<file path="src/rtl/huffman_arb_pkg.sv">
// rtl/huffman_arb_pkg.sv - shared types and constants for the two-way Huffman coder arbiter
package huffman_arb_pkg;

    localparam int DATA_W_DEF = 32;

    localparam logic REQ0 = 1'b0;
    localparam logic REQ1 = 1'b1;

    typedef enum logic [1:0] {
        ST_IDLE,
        ST_ISSUE,
        ST_RDWAIT
    } state_t;

endpackage

</file>
<file path="src/rtl/rr_pick2.sv">
// rtl/rr_pick2.sv - two-way grant selection: live lock owner first, then round-robin
module rr_pick2
    import huffman_arb_pkg::*;
(
    input  logic [1:0] req,
    input  logic       last,
    input  logic       lock_owner_valid,
    input  logic       lock_owner,
    output logic       grant
);

    always_comb begin
        grant = REQ0;
        if (lock_owner_valid && req[lock_owner]) begin
            grant = lock_owner;
        end else if (req == 2'b11) begin
            grant = ~last;
        end else if (req[1]) begin
            grant = REQ1;
        end
    end

endmodule

</file>
<file path="src/rtl/huffman_arbiter.sv">
// rtl/huffman_arbiter.sv - arbitrates two Avalon-MM requesters onto one Huffman coder slave
module huffman_arbiter
    import huffman_arb_pkg::*;
#(
    parameter int DATA_W = DATA_W_DEF
) (
    input  logic              clock,
    input  logic              reset,
    input  logic              req0_read,
    input  logic              req0_write,
    input  logic [DATA_W-1:0] req0_writedata,
    input  logic              req0_lock,
    output logic              req0_waitrequest,
    output logic [DATA_W-1:0] req0_readdata,
    output logic              req0_readdatavalid,
    input  logic              req1_read,
    input  logic              req1_write,
    input  logic [DATA_W-1:0] req1_writedata,
    input  logic              req1_lock,
    output logic              req1_waitrequest,
    output logic [DATA_W-1:0] req1_readdata,
    output logic              req1_readdatavalid,
    output logic              cod_chipselect,
    output logic              cod_read,
    output logic              cod_write,
    output logic [DATA_W-1:0] cod_writedata,
    input  logic [DATA_W-1:0] cod_readdata,
    output logic              busy
);

    state_t state;
    logic   grant;
    logic   last;
    logic   lock_valid;
    logic   lock_owner;
    logic   pick;

    logic [1:0] req_any;
    logic [1:0] lock_in;
    logic       owner_lock_live;
    logic       issue;
    logic       g_read;
    logic       g_write;
    logic       g_lock;
    logic [DATA_W-1:0] g_wdata;

    assign req_any = {req1_read | req1_write, req0_read | req0_write};
    assign lock_in = {req1_lock, req0_lock};
    // A lock only steers selection while its owner still asserts lock.
    assign owner_lock_live = lock_valid & lock_in[lock_owner];

    rr_pick2 u_pick (
        .req              (req_any),
        .last             (last),
        .lock_owner_valid (owner_lock_live),
        .lock_owner       (lock_owner),
        .grant            (pick)
    );

    assign g_read  = grant ? req1_read      : req0_read;
    assign g_write = grant ? req1_write     : req0_write;
    assign g_lock  = grant ? req1_lock      : req0_lock;
    assign g_wdata = grant ? req1_writedata : req0_writedata;
    assign issue   = (state == ST_ISSUE);

    // Write beats read when both are held; the read is simply not issued.
    assign cod_chipselect   = issue;
    assign cod_write        = issue & g_write;
    assign cod_read         = issue & g_read & ~g_write;
    assign cod_writedata    = issue ? g_wdata : '0;
    assign req0_waitrequest = ~(issue && (grant == REQ0));
    assign req1_waitrequest = ~(issue && (grant == REQ1));
    assign busy             = (state != ST_IDLE);

    always_ff @(posedge clock) begin
        if (reset) begin
            state              <= ST_IDLE;
            grant              <= REQ0;
            last               <= REQ1;
            lock_valid         <= 1'b0;
            lock_owner         <= REQ0;
            req0_readdata      <= '0;
            req1_readdata      <= '0;
            req0_readdatavalid <= 1'b0;
            req1_readdatavalid <= 1'b0;
        end else begin
            req0_readdatavalid <= 1'b0;
            req1_readdatavalid <= 1'b0;
            case (state)
                ST_IDLE: begin
                    if (lock_valid && !lock_in[lock_owner]) begin
                        lock_valid <= 1'b0;
                    end
                    if (|req_any) begin
                        grant <= pick;
                        state <= ST_ISSUE;
                    end
                end
                ST_ISSUE: begin
                    last <= grant;
                    if (g_lock) begin
                        lock_valid <= 1'b1;
                        lock_owner <= grant;
                    end
                    state <= (g_read && !g_write) ? ST_RDWAIT : ST_IDLE;
                end
                ST_RDWAIT: begin
                    if (grant == REQ1) begin
                        req1_readdata      <= cod_readdata;
                        req1_readdatavalid <= 1'b1;
                    end else begin
                        req0_readdata      <= cod_readdata;
                        req0_readdatavalid <= 1'b1;
                    end
                    state <= ST_IDLE;
                end
                default: state <= ST_IDLE;
            endcase
        end
    end

endmodule

</file>
<file path="config.mk">
export PLATFORM = sky130hd
export DESIGN_NAME = huffman_arbiter
export DESIGN_NICKNAME = d
export VERILOG_FILES = /design/src/rtl/huffman_arb_pkg.sv /design/src/rtl/rr_pick2.sv /design/src/rtl/huffman_arbiter.sv
export SDC_FILE = /design/constraint.sdc
export NUM_CORES = 1
export LEC_CHECK = 0
export ABC_AREA = 1
export CAP_MARGIN = 25
export CORE_MARGIN = 2
export CORE_UTILIZATION = 28
export DETAILED_ROUTE_END_ITERATION = 8
export SLEW_MARGIN = 30
export SYNTH_ARGS = -nofsm -noshare
export SYNTH_HDL_FRONTEND = slang
export SYNTH_SLANG_ARGS = --single-unit
</file>
<file path="constraint.sdc">
create_clock -name clock -period 2.6 [get_ports clock]
set_input_delay 0.65 -clock clock [delete_from_list [all_inputs] [get_ports clock]]
set_output_delay 0.65 -clock clock [all_outputs]
set_load 0.02 [all_outputs]
</file>
# Word-level counts from Yosys, hierarchy flattened
# Index checks and enable logic that the tools add are counted.
# classes
order_cmp,1
n_eq_ne,6
muxes,20
bitwise,12
n_reduce_logical,17
# op_table
op,n
$mux 32,2
$mux 1,14
$reduce_and 2->1,4
$not 1->1,6
$logic_and 1x1->1,5
$and 1x1->1,4
$eq 2x2->1 const B,2
$mux 2,2
$ne 2x2->1 const B,2
$pmux 2 s2,1
$reduce_bool 2->1,2
$reduce_or 2->1,2
$reduce_and 3->1,1
$eq 2x1->1 const B,1
$logic_not 1->1,2
$logic_not 2->1,1
$lt 1x2->1 const B,1
$ne 2x1->1 const B,1
$or 1x1->1,2
$pmux 1 s2,1
# word_totals
regBits,72
input_bits,104
out_inout_bits,104

# Logic depth before layout (Yosys ltp)
# logic_depth
depth_word,6
ltp_mapped,7

# Hierarchy
# Synthesis repeated with hierarchy kept, for this count alone.
# hier_totals
hier_cells,459
hier_area_um2,3229.3
# modules_own_cells
module,n_inst,cells_per_inst,area_each_um2
huffman_arbiter,1,453,3206.8
rr_pick2,1,6,22.5

# Worst setup path after synthesis
# No wires, ideal clock.
# synth_path
path_type,input to output
start,input port req1_write
end,output port cod_read
t_arrival_ns,1.317
required_ns,1.950
path_slack_ns,0.633
cell_stages,3
n_path_buf,0
path_cell_list,nand2_1 > o21ai_0 > nor3_1
# synth_via
elab_chain_len,3
# synth_rtl
element,line,text
from (decl),huffman_arbiter.sv:17,"input logic req1_write,"
$mux 1,huffman_arbiter.sv:61,assign g_write = grant ? req1_write : req0_write;
$not 1->1,huffman_arbiter.sv:69,assign cod_read = issue & g_read & ~g_write;
$and 1x1->1,huffman_arbiter.sv:69,
to (decl),huffman_arbiter.sv:24,"output logic cod_read,"
# No other way between the ends.

# Worst setup path after layout
# layout_path
start,input port req0_read
end,output port cod_read
# layout_via
elab_chain_len,3
# layout_rtl
element,line,text
from (decl),huffman_arbiter.sv:9,"input logic req0_read,"
$mux 1,huffman_arbiter.sv:60,assign g_read = grant ? req1_read : req0_read;
$and 1x1->1 (2 in series),huffman_arbiter.sv:69,
# No other way between the ends.

==> impl_metrics.csv <==
group,metric,value,unit
synth,synth.most_common_cell,"a21oi_1",
clocking,clock_sinks,72,
power,power,2893,µW
synth,netlist.area_leader.share,42.97,%
placed_design,numPortBuffers,207,
die,fp.dieH,113.5,µm
clocking,worstSkewPairLatency,0.33,ns
synth,ys_types,23,
timing,rsz0062_at_grt,"false",
setup_path,critPathLaunchType,"primary input",
placed_design,hpwlAfterDp,8454,µm
setup_path,rr_worst_depth,6,
drt,routed_wl,10890,µm
clocking,h-tree-depth,3,
timing,slew_headroom,57.98,%
synth,synth_ff_type,"dfxtp_1",
synth,synth-edff-count,0,
final_layout,fin_nets,751,
drt,avgRoutedWirePerCell,13.70,µm
grt,grt_pass1_vias,3502,
placed_design,dp.cells,779,
clocking,cts_hold_buf,0,
synth,synth_top_family_by_area,"compound AO/OA/AOI/OAI gates",
setup_path,cp_max_fo,2,
final_layout,post-route-util,50.24,%
timing,holdWs,0.4403,ns
setup_path,critPathKind,"in2out",
power,power_leakage,0.002304,µW
clocking,cts_tree,"built",
placed_design,routabilityCongestion,0.7932,
timing,fmax,0.4007,GHz
setup_path,cp.required,1.95,ns
timing,setup_viol,0,
timing,hold_viol,0,
worst_hold_path,hold_path_end,"req1_readdata[3]",
timing,fin_skew,0.006746,ns
timing,tns,0,ns
synth,syn_area,3354,µm²
grt,grt_max_degree,66,
clocking,post_cts_buffers,0,
synth,synth.area.top_cells,"dfxtp_1, a21oi_1, nand2_1",
timing,min_period_over_period,95.99,%
die,core-area,11560,µm²
worst_hold_path,hp-class,"reg2reg",
worst_hold_path,hp-start,"req1_readdata[3]",
timing,layout_min_cycle_time,2.496,ns
setup_path,cp_slowest_cell,"clkdlybuf4s50_1",
die,initial_core_util,29.01,%
outcome,status,"finished clean",
synth,synthXorXnorAreaFrac,0,%
die,dieArea,12870,µm²
synth,synth_largest_area_cell,"dfxtp_1",
grt,track_usage,16.70,%
final_layout,fill_cells,1155,
final_layout,drive_above_1_share,12.44,%
grt,grt.overflow.total,0,
drt,vias,3526,
drt,drt_iter0_markers,159,
synth,ys_async_sr_fraction,0,%
synth,syn_nets,548,
drt,drc,0,
die,die_x,113.5,µm
synth,synth_common_cells,"a21oi_1, nand2_1, inv_1, dfxtp_1, o21ai_0",
timing,worstMarginPinSlew,0.6303,ns
clocking,clk_path_buf_depth,2,
drt,viasPerCell,4.435,
clocking,cts_buffers,9,
setup_path,worstPathCellList,"clkdlybuf4s50_1, inv_1, nor2_1, a21oi_1, nor3_1, dlygate4sd1_1",
synth,avgSynthCellArea,7.555,µm²
setup_path,rr_startpoint,"grant",
drt,drtPass1Iterations,4,
grt,grt_pass1_wl,16880,µm
synth,synth_warnings,0,
power,power.density,498.0,nW/µm²
setup_path,r2r_slack,1.04,ns
setup_path,critPathMaxStageDelay,0.49,ns
synth,yosys.area_share.simple,11.34,%
grt,antenna_found_initial,1,
timing,slew_violations,0,
clocking,clk_pin_slew,0.06,ns
power,peakVddDrop,0.0003136,V
clocking,ctsRootBufferMaster,"clkbuf_16",
worst_hold_path,worstHoldPathCells,2,
die,rows,39,
setup_path,end_kind,"primary output",
final_layout,final_cells,795,
job,max_cap_viol_count,0,
synth,ys_ff_latch,72,
synth,synth_compound_area_share,30.03,%
die,io_pins,208,
setup_path,cp.arrival,1.85,ns
final_layout,areaGrowthSynthToFinish,73.22,%
synth,synthAdderAreaFrac,0,%
setup_path,r2r_end,"req0_readdata[14]",
synth,synth_sequential_area_ratio,42.97,%
synth,synth_cells,444,
drt,ant_nets,0,
synth,synth_mux_area_share,0,%
state kept, by name, indices dropped and copies added, names as in the netlist:
signal,flops
grant,1
last,1
state,2
req0_readdata,32
req0_readdatavalid,1
lock_valid,1
req1_readdata,32
lock_owner,1
req1_readdatavalid,1
worst max path at each step:
| stage | startpoint | end | depth (start not counted) |
|---|---|---|---|
| 2_1_floorplan | req1_write | cod_read | 3 |
| 3_3_place_gp | req0_write | cod_write | 6 |
| 3_5_place_dp | req0_write | cod_write | 6 |
| 4_1_cts | req1_writedata[0] | cod_writedata[0] | 4 |
| 5_1_grt | state[0] | cod_writedata[26] | 6 |
| 6_report | req0_read | cod_read | 6 |
placed cells by master (no fill, tap or decap), types with 2 or more instances in the layout:
master,n
nand2_1,77
clkdlybuf4s15_1,2
a21oi_1,78
dlygate4sd2_1,24
buf_12,3
clkbuf_16,9
inv_1,75
clkbuf_8,3
dfxtp_1,70
buf_4,13
o21ai_1,21
dfxtp_2,2
nor2_1,9
o21ai_2,20
o21ai_0,26
dlymetal6s2s_1,7
clkdlybuf4s50_1,172
a21oi_2,22
nand3_1,3
inv_2,2
critical path, delay by kind of cell:
family                 cells  cell delay [ns]
AOI/OAI and AO/OA          1             0.06
and+or+nand+nor            2             0.24
buffers and inverters      3             0.89
what timing repair did:
| action | in CTS | in global routing |
|---|---|---|
| cloned | 0 | 0 |
| resized for setup | 31 | 14 |
| endpoints found under the setup margin | 33 | 11 |
kinds of logic (layout without fill, tap and decap cells):
| family | count (synthesis) | after routing |
|---|---|---|
| buf+inv | 109 | 316 |
| simple gates | 94 | 94 |
| flops | 72 | 72 |
| compound gates | 169 | 169 |
| other cells | 0 | 1 |
metal layers:
layer | routed length, µm | GRT usage [%] | vias up
li1 | - | - | 1823
met1 | 4157 | 17.09 | 1542
met2 | 5323 | 29.30 | 146
met3 | 1105 | 7.651 | 15
met4 | 301 | 7.398 | 0
met5 | 0 | 0 | -
per-stage QoR:
| step | setup WS (ns) | instance area [µm²] |
|---|---|---|
| global placement | -0.2853 | 5538 |
| detailed placement | -0.3312 | 5538 |
| finish | 0.1042 | 5811 |
| floorplan | 0.6333 | 3354 |
| global route | 0.0001066 | 5811 |
| CTS | 0.005059 | 5791 |
power breakdown:
group / total (µW) / leakage [µW] / internal [µW] / switching (µW)
clock: 1160 / 0.000142 / 718 / 438
sequential: 1140 / 0.000583 / 1130 / 15.4
combinational: 594 / 0.00158 / 301 / 293
total: 2890 / 0.00230 / 2150 / 746
area by class of cell:
class / count / area (µm²) / share of cell area (%)
inverters: 78 / 295.3 / 5.082
clock buffers: 13 / 270.3 / 4.651
multi-input cells: 263 / 1395 / 24.01
well taps: 143 / 178.9 / 3.079
flip-flops and latches: 72 / 1444 / 24.85
diodes: 1 / 2.502 / 0.04307
repair buffers: 223 / 2211 / 38.05
clock inverters: 2 / 13.76 / 0.2369
Power figures use the tool's default switching activity.
